[config.mk]
export PLATFORM = sky130hd
export DESIGN_NAME = ctrl_pipe_hazard
export DESIGN_NICKNAME = d
export VERILOG_FILES = /design/src/rtl/ctrl_pipe_hazard.sv
export SDC_FILE = /design/constraint.sdc
export NUM_CORES = 1
export LEC_CHECK = 0
export ABC_AREA = 1
export CAP_MARGIN = 20
export CORE_ASPECT_RATIO = 0.5
export CORE_MARGIN = 3
export CORE_UTILIZATION = 51
export CTS_BUF_LIST = sky130_fd_sc_hd__clkbuf_4 sky130_fd_sc_hd__clkbuf_8
export CTS_CLUSTER_SIZE = 8
export DETAILED_ROUTE_END_ITERATION = 8
export PLACE_DENSITY = 0.9
export SLEW_MARGIN = 0
export SYNTH_ARGS = -nofsm -noshare
export SYNTH_HDL_FRONTEND = slang
export SYNTH_SLANG_ARGS = --single-unit
[constraint.sdc]
create_clock -name clk -period 12.6 [get_ports clk]
set_input_delay 2.52 -clock clk [delete_from_list [all_inputs] [get_ports clk]]
set_output_delay 2.52 -clock clk [all_outputs]
set_load 0.1 [all_outputs]
[src/rtl/ctrl_pipe_hazard.sv]
// ctrl_pipe_hazard: resolves stage stall/flush requests into per-register Pass/Hold/Bubb codes
`ifndef Pass
`define Pass 2'b00
`endif
`ifndef Hold
`define Hold 2'b01
`endif
`ifndef Bubb
`define Bubb 2'b10
`endif

module ctrl_pipe_hazard #(
    parameter int NSTAGE = 4,
    parameter int AW     = 32,
    parameter int CNT_W  = 32
) (
    input  logic                    clk,
    input  logic                    rst_n,
    input  logic [NSTAGE-1:0]       stall_req,
    input  logic [NSTAGE-1:0]       flush_req,
    input  logic [NSTAGE*AW-1:0]    flush_addr,
    output logic [2*(NSTAGE+1)-1:0] stall_ctrl,
    output logic                    redirect_valid,
    output logic [AW-1:0]           redirect_addr,
    output logic                    flush_pending,
    output logic [CNT_W-1:0]        stall_cycles,
    output logic [CNT_W-1:0]        flush_count
);
    localparam int IW = NSTAGE > 1 ? $clog2(NSTAGE) : 1;

    logic             pend_v_q, pend_v_d;
    logic [IW-1:0]    pend_k_q, pend_k_d;
    logic [AW-1:0]    pend_a_q, pend_a_d;
    logic [CNT_W-1:0] stall_cnt_q, stall_cnt_d, flush_cnt_q, flush_cnt_d;
    logic             stall_any, live_any, use_live, cand_v, blocked, apply, any_hold;
    logic [IW-1:0]    stall_j, live_k, cand_k;
    logic [AW-1:0]    cand_a;

    // Oldest (highest-index) stalling stage and oldest live redirect
    always_comb begin
        stall_any = 1'b0;
        stall_j   = '0;
        live_any  = 1'b0;
        live_k    = '0;
        for (int s = 0; s < NSTAGE; s++) begin
            if (stall_req[s]) begin
                stall_any = 1'b1;
                stall_j   = IW'(s);
            end
            if (flush_req[s]) begin
                live_any = 1'b1;
                live_k   = IW'(s);
            end
        end
    end

    // Pick the flush candidate; a live request younger than the pending one is dropped
    always_comb begin
        use_live = live_any && (!pend_v_q || live_k >= pend_k_q);
        cand_v   = live_any || pend_v_q;
        cand_k   = use_live ? live_k : pend_k_q;
        cand_a   = use_live ? flush_addr[int'(live_k)*AW +: AW] : pend_a_q;
        blocked  = stall_any && stall_j >= cand_k;
        apply    = rst_n && cand_v && !blocked;
    end

    // Per-register control codes; an applied flush overrides any younger stall
    always_comb begin
        stall_ctrl = '0;
        for (int i = 0; i <= NSTAGE; i++) begin
            if (!rst_n)
                stall_ctrl[2*i +: 2] = `Bubb;
            else if (apply)
                stall_ctrl[2*i +: 2] = (i >= 1 && i <= int'(cand_k)) ? `Bubb : `Pass;
            else if (stall_any && i <= int'(stall_j))
                stall_ctrl[2*i +: 2] = `Hold;
            else if (stall_any && i == int'(stall_j) + 1)
                stall_ctrl[2*i +: 2] = `Bubb;
            else
                stall_ctrl[2*i +: 2] = `Pass;
        end
        any_hold       = rst_n && !apply && stall_any;
        redirect_valid = apply;
        redirect_addr  = apply ? cand_a : '0;
    end

    // Next pending flush and saturating event counts
    always_comb begin
        pend_v_d    = cand_v && blocked;
        pend_k_d    = (cand_v && blocked) ? cand_k : pend_k_q;
        pend_a_d    = (cand_v && blocked) ? cand_a : pend_a_q;
        stall_cnt_d = (any_hold && !(&stall_cnt_q)) ? stall_cnt_q + 1'b1 : stall_cnt_q;
        flush_cnt_d = (apply && !(&flush_cnt_q)) ? flush_cnt_q + 1'b1 : flush_cnt_q;
    end

    // State registers, cleared by synchronous reset
    always_ff @(posedge clk) begin
        if (!rst_n) begin
            pend_v_q    <= 1'b0;
            pend_k_q    <= '0;
            pend_a_q    <= '0;
            stall_cnt_q <= '0;
            flush_cnt_q <= '0;
        end else begin
            pend_v_q    <= pend_v_d;
            pend_k_q    <= pend_k_d;
            pend_a_q    <= pend_a_d;
            stall_cnt_q <= stall_cnt_d;
            flush_cnt_q <= flush_cnt_d;
        end
    end

    assign flush_pending = pend_v_q;
    assign stall_cycles  = stall_cnt_q;
    assign flush_count   = flush_cnt_q;
endmodule

==> key figures <==
Yosys
  – Main flop type after synthesis: dfxtp_1
  – Syn_nets: 1,330
  – Cell accounting for the most synthesized area: dfxtp_1
  – Post-Syn Instances: 1,187
  – Share of flip-flops with an asynchronous set or reset: 0
  – Sequential area share after synthesis: 0.275
  – Share of the synthesized area in the top cell type: 0.275
  – Synth cell types: 47
  – Register bit total from synthesis: 99
  – Ys Warns: 0
  – Mapped Area: 0.00720 mm^2
  – Synth Area per Inst: 6.07 um^2
  – EDFF count, synth: 0
  – Top cells by area, synth: dfxtp_1 28%, nand2_1 14%, nor2_1 8.5%

Floorplanning
  – FP Rows: 29
  – Initial Util: 0.545
  – IO Count: 246
  – Die W: 174 um
  – Die ar.: 0.0157 mm^2
  – Die Span Y: 90.0 um
  – Area of the core: 0.0132 mm^2

Clocking
  – Root Buffer Master: clkbuf_8
  – Post-CTS Setup Bufs: 0
  – Num Clock Sinks: 99
  – CTS Buffer Depth: 2
  – CTS Buf Count: 9
  – Worst-Skew Late Latency: 0.38 ns
  – Reg clk slew, reported paths: 0.10 ns
  – Htree depth: 3
  – CTS tree: yes
  – # hold bufs at CTS: 0
  – Post-CTS sizing: 0

Routing
  – Vias/cell: 5.52
  – Detail Route Antenna Nets: 0
  – Final wirelength: 25,100 um
  – Drt first-iter violations: 817
  – Vias: 8,687
  – DR WL/cell: 16.0 um
  – DR DRC count: 0
  – Initial DRT Pass Iterations: 6

GRT
  – First-pass GRT wire length: 39,900 um
  – Met1 Usage GRT: 0.381
  – All-layer global routing usage: 0.303
  – Grt ovf: 0
  – GRT Max-Usage Layer: met2
  – Vias in the first global route: 8,066
  – Antenna violations before repair: 0
  – Largest net degree at the start of global routing: 69
  – M2 GR Usage: 0.505
  – Met3 Usage GRT: 0.0741

Timing
  – Worst Skew: 0.0157 ns
  – Max frequency: 0.0893 GHz
  – Rel. slew slack: 0.328
  – RSZ-0062 raised after global routing: no
  – Final Hold Viols: 0
  – Fin. max-slew vios: 0
  – Slew @ Worst Pin: 1.01 ns
  – Setup TNS: 0 ns
  – # setup viols final: 0
  – Fin crit period: 11.19 ns
  – Final Cycle Share: 0.888

Final layout
  – Most frequent cells in the layout: 277 x nand2_1, 244 x clkdlybuf4s50_1, 164 x nor2_1
  – Fraction of layout cells with a size suffix above 1: 0.0396
  – Post-route insts no fill: 1,575
  – N_diodes: 0
  – Nets: 1,528
  – Commonest non-fill, non-tap cell in the layout: nand2_1
  – Layout area overhead: 36.8%

Critical path
  – Reg2reg setup slack: 9.04 ns
  – CP Cell Sequence: clkdlybuf4s50_1 -> inv_1 -> o21ai_4 -> clkinv_1 -> ha_1 -> inv_1 -> nand2_1 -> nand2_1 -> nand2_1 -> nand2_2 -> nand2_1 -> o21ai_1 -> ha_1 -> inv_1 -> nand2_1 -> nand2_1 -> nand3_2 -> nand2_4 -> a21oi_4 -> inv_1 -> a21oi_1 -> clkdlybuf4s50_1
  – R2r startpoint: pend_k_q[0]
  – Crit-path max cell delay: 1.15 ns
  – Worst Setup End Kind: output pin
  – Worst path slowest cell: clkdlybuf4s50_1
  – Reg2reg end: flush_count[10]
  – FF-to-FF path depth: 19
  – Worst Setup Path Type: in2out
  – Worst-path fanout max: 28
  – WP data arrival: 8.67 ns
  – Critical Path RT: 10.08 ns
  – Top cell by count, worst path: nand2_1
  – Crit start category: input port

Placement
  – Post-detail-place hpwl: 18,500 um
  – Routability congestion estimate: 0.968
  – IO Port Bufs: 244
  – Post-Place Cells: 1,559

Pwr
  – VDD IR-drop max: 0.0496 mV
  – Power Density: 90.3 mW/mm^2
  – P_leak: 3.73 nW

Min path
  – Worst Hold Path EP: pend_a_q[16]
  – Hold depth: 2
  – Hold_sp: pend_a_q[16]
  – Worst min path class: reg2reg

Run status
  – Outcome: finished, final reports clean

Job
  – Max Cap Violations: 0
==> layout make-up <==
class	count	area [um^2]
Clock buffer	10	138
Clock inverter	5	85.1
Fill cell	1123	3360
Inverter	142	539
Multi-Input combinational cell	883	4370
Sequential cell	99	1980
Tap cell	186	233
Timing Repair Buffer	250	2500
==> Yosys cell counts, types with 2 or more instances <==
cell type / instances
a21oi_1: 107
a21oi_2: 2
buf_1: 4
buf_2: 15
buf_6: 8
clkbuf_1: 34
clkinv_1: 2
dfxtp_1: 99
ha_1: 5
inv_1: 133
inv_2: 5
nand2_1: 278
nand2_2: 2
nand2_4: 2
nand3_1: 21
nand3_2: 2
nand3b_1: 6
nand4_1: 42
nor2_1: 164
nor2_2: 4
nor2_4: 3
nor3_1: 20
nor3_4: 2
nor3b_1: 2
nor4_1: 2
o211ai_1: 7
o21a_1: 13
o21ai_0: 112
o21ai_1: 14
o21ai_2: 4
o21bai_1: 2
o22ai_1: 19
xnor2_1: 11
xor2_1: 28
==> how the worst max path moves through the flow <==
stage                 startpoint       endpoint
CTS                 flush_req[1]  stall_ctrl[0]
global route        flush_req[1]  stall_ctrl[2]
global placement    flush_req[1]  stall_ctrl[0]
floorplan           flush_req[1]  stall_ctrl[7]
detailed placement  flush_req[1]  stall_ctrl[0]
finish              flush_req[1]  stall_ctrl[0]
==> layer usage <==
metal  vias up  wire length (um)
li1       4244                 -
met1      3933             10300
met2       454             11800
met3        56              2260
met4         0               762
met5         -                 0
==> metrics by stage <==
step | utilization | hold slack [ns] | setup WS [ns] | instance area [um^2] | power [W]
global placement | 0.727 | 0.435 | 1.71 | 9610 | 0.000649
CTS | 0.744 | 0.453 | 1.47 | 9830 | 0.000889
detailed placement | 0.727 | 0.440 | 1.48 | 9610 | 0.000656
finish | 0.746 | 0.452 | 1.41 | 9850 | 0.000890
floorplan | - | 0.425 | 3.24 | 7200 | 0.000562
global route | 0.746 | 0.478 | 0.945 | 9850 | 0.000932
==> worst max-delay path: cells and delay by family <==
| kind | cells | cell delay, ns |
|---|---|---|
| buffers and inverters | 7 | 3.15 |
| AO/OA/AOI/OAI | 4 | 1.19 |
| adder cells (fa/ha/maj) | 2 | 0.93 |
| AND/OR/NAND/NOR | 9 | 0.89 |
==> registers in the layout (all words and copies together), names as in the netlist <==
name           count
pend_k_q           2
stall_cycles      32
flush_count       32
flush_pending      1
pend_a_q          32
==> report_power, final <==
| part | internal, W | switching, W |
|---|---|---|
| registers | 0.000332 | 0.00000670 |
| clock network | 0.000118 | 0.000118 |
| logic | 0.000102 | 0.000213 |
==> cell families after synthesis <==
| kind of cell | after synthesis | share of synthesized area |
|---|---|---|
| other | 1 | 0.000521 |
| AND/OR/NAND/NOR | 555 | 0.336 |
| adder cells (fa/ha/maj) | 5 | 0.00869 |
| buffers and inverters | 205 | 0.119 |
| flip-flops | 99 | 0.275 |
| AO/OA/AOI/OAI | 283 | 0.213 |
| XOR/XNOR | 39 | 0.0474 |
Power figures use the tool's default switching activity.
